### config.mk
export PLATFORM = sky130hd
export DESIGN_NAME = tanh_pwl_responder
export DESIGN_NICKNAME = d
export VERILOG_FILES = /design/src/rtl/tanh_pkg.sv /design/src/rtl/tanh_pwl_rom.sv /design/src/rtl/tanh_pwl_responder.sv
export SDC_FILE = /design/constraint.sdc
export NUM_CORES = 2
export LEC_CHECK = 0
export CAP_MARGIN = 20
export CELL_PAD_IN_SITES_DETAIL_PLACEMENT = 1
export CELL_PAD_IN_SITES_GLOBAL_PLACEMENT = 1
export CORE_MARGIN = 4
export CORE_UTILIZATION = 40
export DETAILED_ROUTE_END_ITERATION = 8
export GPL_TIMING_DRIVEN = 1
export PLACE_DENSITY_LB_ADDON = 0.1
export SLEW_MARGIN = 10
export SYNTH_ARGS = -nofsm -noshare
export SYNTH_HDL_FRONTEND = slang
export SYNTH_SLANG_ARGS = --single-unit
export TNS_END_PERCENT = 1
### constraint.sdc
create_clock -name clk -period 12.75 [get_ports clk]
set_clock_uncertainty 0.1 [all_clocks]
set_input_delay 2.55 -clock clk [delete_from_list [all_inputs] [get_ports clk]]
set_output_delay 2.55 -clock clk [all_outputs]
set_load 0.005 [all_outputs]
### src/rtl/tanh_pkg.sv
// rtl/tanh_pkg.sv - Q5.26 constants, tanh knot/slope tables and FSM states
package tanh_pkg;

   localparam int XYZ_WIDTH = 32;
   localparam int FRAC      = 26;
   localparam int SEG_BITS  = 4;
   localparam int TBL_W     = 27;

   localparam logic [XYZ_WIDTH-1:0] ONE = 32'h0400_0000;

   // y[k] = round(tanh(0.25*k) * 2^26), k = 0..16
   localparam logic [TBL_W-1:0] KNOT_TBL [0:16] = '{
      27'd0,        27'd16436213, 27'd31012157, 27'd42624125,
      27'd51109719, 27'd56927351, 27'd60743471, 27'd63174643,
      27'd64694796, 27'd65634222, 27'd66210565, 27'd66562579,
      27'd66776994, 27'd66907379, 27'd66986585, 27'd67034671,
      27'd67063854
   };

   // s[k] = (y[k+1] - y[k]) * 4, so y[k] + (s[k]*t >> 26) interpolates a 0.25-wide segment
   localparam logic [TBL_W-1:0] SLOPE_TBL [0:15] = '{
      27'd65744852, 27'd58303776, 27'd46447872, 27'd33942376,
      27'd23270528, 27'd15264480, 27'd9724688,  27'd6080612,
      27'd3757704,  27'd2305372,  27'd1408056,  27'd857660,
      27'd521540,   27'd316824,   27'd192344,   27'd116732
   };

   typedef enum logic [2:0] {
      ST_IDLE,
      ST_SEG,
      ST_MUL,
      ST_ACC,
      ST_DONE,
      ST_RELEASE
   } state_t;

endpackage

### src/rtl/tanh_pwl_rom.sv
// rtl/tanh_pwl_rom.sv - segment index to knot/slope lookup, plus saturation endpoint
module tanh_pwl_rom
   import tanh_pkg::*;
(
   input  logic [SEG_BITS-1:0] idx,
   output logic [TBL_W-1:0]    knot,
   output logic [TBL_W-1:0]    slope,
   output logic [TBL_W-1:0]    y_sat
);

   assign knot  = KNOT_TBL[{1'b0, idx}];
   assign slope = SLOPE_TBL[idx];
   assign y_sat = KNOT_TBL[16];

endmodule

### src/rtl/tanh_pwl_responder.sv
// rtl/tanh_pwl_responder.sv - serial 16-segment PWL tanh on three Q5.26 operands
module tanh_pwl_responder
   import tanh_pkg::*;
(
   input  logic                 clk,
   input  logic                 rst,
   input  logic                 clr,
   input  logic                 wa,
   input  logic [XYZ_WIDTH-1:0] ddx,
   input  logic [XYZ_WIDTH-1:0] ddy,
   input  logic [XYZ_WIDTH-1:0] ddz,
   output logic [XYZ_WIDTH-1:0] tanx,
   output logic [XYZ_WIDTH-1:0] tany,
   output logic [XYZ_WIDTH-1:0] tanz,
   output logic                 en
);

   localparam int T_W = FRAC - 2;

   state_t                 state_q, state_d;
   logic [XYZ_WIDTH-1:0]   op_x, op_y, op_z;
   logic [XYZ_WIDTH-1:0]   op_c, mag_c, res_c;
   logic [1:0]             ch;
   logic                   sign_r, sat_r, sat_c;
   logic [T_W-1:0]         t_r;
   logic [TBL_W-1:0]       knot_r, slope_r, knot_c, slope_c, y_sat;
   logic [T_W:0]           prod_r;
   logic [TBL_W+T_W-1:0]   prod_full;
   logic [TBL_W:0]         r_c;
   logic [SEG_BITS-1:0]    idx_c;

   tanh_pwl_rom u_rom (
      .idx   (idx_c),
      .knot  (knot_c),
      .slope (slope_c),
      .y_sat (y_sat)
   );

   // select the operand for the current channel and split it into segment and offset
   always_comb begin
      op_c = op_z;
      case (ch)
         2'd0:    op_c = op_x;
         2'd1:    op_c = op_y;
         default: op_c = op_z;
      endcase
      mag_c = op_c[XYZ_WIDTH-1] ? (~op_c + 32'd1) : op_c;
      // 0x8000_0000 negates to itself, which still compares above 4.0
      sat_c = (mag_c >= (ONE << 2));
      idx_c = mag_c[FRAC+1:FRAC-2];
   end

   // shared multiplier, accumulate and sign restore
   always_comb begin
      prod_full = {{T_W{1'b0}}, slope_r} * {{TBL_W{1'b0}}, t_r};
      r_c       = sat_r ? {1'b0, y_sat} : ({1'b0, knot_r} + {3'b000, prod_r});
      res_c     = {{(XYZ_WIDTH-TBL_W-1){1'b0}}, r_c};
      if (sign_r) begin
         res_c = ~res_c + 32'd1;
      end
   end

   // state register; clr forces IDLE ahead of everything else
   always_ff @(posedge clk or negedge rst) begin
      if (!rst) begin
         state_q <= ST_IDLE;
      end else if (clr) begin
         state_q <= ST_IDLE;
      end else begin
         state_q <= state_d;
      end
   end

   // next-state: three SEG/MUL/ACC passes, then a single DONE, then wait for wa release
   always_comb begin
      state_d = state_q;
      case (state_q)
         ST_IDLE:    if (!wa) state_d = ST_SEG;
         ST_SEG:     state_d = ST_MUL;
         ST_MUL:     state_d = ST_ACC;
         ST_ACC:     state_d = (ch == 2'd2) ? ST_DONE : ST_SEG;
         ST_DONE:    state_d = ST_RELEASE;
         ST_RELEASE: if (wa) state_d = ST_IDLE;
         default:    state_d = ST_IDLE;
      endcase
   end

   // datapath registers, results and the registered completion strobe
   always_ff @(posedge clk or negedge rst) begin
      if (!rst) begin
         op_x <= '0; op_y <= '0; op_z <= '0; ch <= '0;
         sign_r <= 1'b0; sat_r <= 1'b0; t_r <= '0;
         knot_r <= '0; slope_r <= '0; prod_r <= '0;
         tanx <= '0; tany <= '0; tanz <= '0; en <= 1'b0;
      end else if (clr) begin
         ch <= '0;
         tanx <= '0; tany <= '0; tanz <= '0; en <= 1'b0;
      end else begin
         en <= (state_q == ST_DONE);
         case (state_q)
            ST_IDLE: begin
               if (!wa) begin
                  op_x <= ddx; op_y <= ddy; op_z <= ddz;
                  ch   <= 2'd0;
               end
            end
            ST_SEG: begin
               sign_r  <= op_c[XYZ_WIDTH-1];
               sat_r   <= sat_c;
               knot_r  <= knot_c;
               slope_r <= slope_c;
               t_r     <= mag_c[T_W-1:0];
            end
            ST_MUL: begin
               prod_r <= (T_W+1)'(prod_full >> FRAC);
            end
            ST_ACC: begin
               case (ch)
                  2'd0:    tanx <= res_c;
                  2'd1:    tany <= res_c;
                  default: tanz <= res_c;
               endcase
               if (ch != 2'd2) ch <= ch + 2'd1;
            end
            default: ;
         endcase
      end
   end

endmodule

==> results.py <==
metrics = {
    "outcome": {
        "status": "complete, no violations",
    },
    "global_route": {
        "grt_max_degree": 166,
        "grt_pass1_vias": 29347,
        "antenna_found_initial": 2,
        "grt_usage_pct": 25.18,
        "grt_pass1_wl_um": 177100,
        "overflow": 0,
    },
    "clock_network": {
        "path_clk_slew_ps": 70,
        "cts_made_buffers": 38,
        "cts_tree": "built",
        "cts_hold_buf": 0,
        "cts_resized": 0,
        "clockRootBuffer": "clkbuf_16",
        "clock_latency_ps": 560,
        "clockBufferDepth": 3,
        "postCtsSetupBuffers": 0,
        "clock-sinks": 299,
        "ctsHtreeMaxLevel": 2,
    },
    "timing": {
        "hold_slack_ps": 382.3,
        "hold_violations": 0,
        "setup_ws_ps": 4437,
        "setup_viol": 0,
        "max_freq_mhz": 120.3,
        "post-route-min-period_ps": 8313,
        "rsz0062_at_grt": "no",
        "setup_tns_ps": 0,
        "maxSlewHeadroom_pct": 25.47,
        "slew_viol_final": 0,
        "worstMarginPinSlew_ps": 1090,
        "final.period_utilization_pct": 65.20,
    },
    "floorplanning": {
        "die-width_um": 300.4,
        "initial_utilization_pct": 40.62,
        "rows": 106,
        "dieArea_mm2": 0.09026,
        "die_y_um": 300.4,
        "io_pins": 197,
        "coreArea_mm2": 0.08422,
    },
    "yosys": {
        "ys_warn_count": 0,
        "avgSynthCellArea_um2": 9.205,
        "synthArstFlopShare_pct": 100.0,
        "ys_types": 91,
        "syn-instance-count": 3716,
        "synth-edff-count": 0,
        "ys_top_cells_by_area": "fa_1, dfrtp_1, ha_1, inv_1, nand2_1",
        "yosysSeqAreaShare_pct": 21.87,
        "synthFlopType": "dfrtp_1",
        "synth_top_area_share_pct": 28.27,
        "syn_nets": 4517,
        "syn_area_mm2": 0.03421,
        "ys_seq_elements": 299,
        "yosys.area.top_type": "fa_1",
    },
    "setup_path": {
        "slowest_stage": "dfrtp_1",
        "crit_required_ps": 13120,
        "setup.worst_path.start": "t_r[5]",
        "endpoint_kind": "register",
        "critPathLaunchType": "register",
        "r2r_start": "t_r[5]",
        "critPathCapture": "prod_r[23]",
        "r2r_cells": 24,
        "cpMostUsedCell": "fa_1",
        "cpLargestDelayFamily": "adder cells",
        "slowest_delay_ps": 1080,
        "cp.depth": 24,
        "crit_type": "reg -> reg",
        "path_max_fanout": 25,
        "crit_chain": "nand2_1 > fa_1 > inv_1 > fa_1 > inv_1 > fa_1 > fa_1 > inv_1 > fa_1 > fa_1 > inv_1 > fa_1 > inv_1 > ha_1 > a21o_1 > a21o_1 > a221oi_1 > nor3_1 > a31oi_1 > a221oi_1 > nor3_1 > o21ai_0 > xnor2_1 > o21ai_0",
        "arrival_ps": 8690,
        "worst-path-buf-inv": 5,
        "rrSetupSlack_ps": 4440,
        "r2r_end": "prod_r[23]",
    },
    "place": {
        "pre_cts_ws_ps": 4355,
        "hpwlAfterDp_um": 84210,
        "routabilityCongestion": 0.8342,
        "port-buffer-count": 196,
    },
    "drt": {
        "drt-wirelength-per-cell_um": 22.53,
        "final_antenna_net_count": 0,
        "drc": 0,
        "wl_um": 111800,
        "first_pass_iters": 5,
        "routed_via_density": 5.334,
        "via_count": 26460,
        "drt_iter0_drc": 1524,
    },
    "min_path": {
        "min_path_type": "reg -> reg",
    },
    "layout": {
        "n_antenna_cell": 0,
        "seq_area_mm2": 0.007482,
        "fin_nets": 4606,
        "fillers": 9662,
        "final_cell_mix": "inv_1, nand2_1, fa_1",
        "multi_input_area_mm2": 0.02376,
        "drive_gt1_share_pct": 6.951,
        "syn2layout_area_growth_pct": 12.75,
        "final_common_cell": "inv_1",
    },
    "job": {
        "maxCapViolCount": 0,
    },
}
## per-layer routing
| metal | vias up | track usage (%) | routed length, um |
|---|---|---|---|
| met5 | - | 0 | 18 |
| met4 | 4 | 4.766 | 2157 |
| met3 | 120 | 3.201 | 4700 |
| met2 | 500 | 41.53 | 52020 |
| met1 | 13861 | 35.98 | 52880 |
| li1 | 11975 | - | - |
## per-stage QoR
| step | area, um^2 | std cells | utilization, % |
|---|---|---|---|
| finish | 38570 | 4961 | 45.79 |
| floorplan | 34210 | 3716 | - |
| global route | 38570 | 4961 | 45.79 |
| global placement | 37310 | 4898 | 44.30 |
| detailed placement | 37310 | 4898 | 44.30 |
| CTS | 38560 | 4960 | 45.78 |
## flip-flops by register name, indices dropped and copies added (netlist names)
| name | count |
|---|---|
| ch | 2 |
| en | 1 |
| knot_r | 26 |
| op_x | 32 |
| op_y | 32 |
| op_z | 32 |
| prod_r | 25 |
| sat_r | 1 |
| sign_r | 1 |
| slope_r | 24 |
| state_q | 3 |
| t_r | 24 |
| tanx | 32 |
| tany | 32 |
| tanz | 32 |
## worst min-delay path by stage
stage / cells after the start / endpoint / startpoint
floorplan: 2 / knot_r[21] / knot_r[21]
finish: 1 / slope_r[3] / slope_r[3]
detailed placement: 2 / tanz[9] / tanz[9]
global placement: 2 / tanz[8] / tanz[8]
global route: 2 / tany[4] / tany[4]
CTS: 2 / tany[4] / tany[4]
## cell families after synthesis
family / synth area share (%)
AOI/OAI and AO/OA: 10.74
xor gates and xnor gates: 2.122
adders and majority gates: 36.24
buffers and inverters: 8.815
DFF: 21.87
muxes: 3.654
and+or+nand+nor: 16.55
## layout make-up
class / instances / share of cell area [%]
Multi-Input combinational cell: 2620 / 61.59
Tap cell: 1134 / 3.679
Sequential cell: 299 / 19.40
Timing Repair Buffer: 262 / 6.414
Clock buffer: 54 / 2.907
Inverter: 584 / 5.684
Clock inverter: 8 / 0.3212
## cell usage after synthesis (18+ instances only)
cell type  instances
a211oi_1          28
a21o_1            45
a21oi_1          138
a22o_1            32
a31oi_1           27
and2_1           296
buf_2             19
clkbuf_1         181
dfrtp_1          299
fa_1             483
ha_1             218
inv_1            582
mux2_2           108
nand2_1          539
nand3_1           39
nand4_1           18
nor2_1           133
nor3_1            36
o211ai_1          18
o21ai_0          111
o21ai_1           22
o31ai_1           34
xnor2_1           58
xor2_1            23
Power is left out: the tool's default activity adds up to more than one toggle a clock period on the data nets, which glitch-free logic cannot reach.
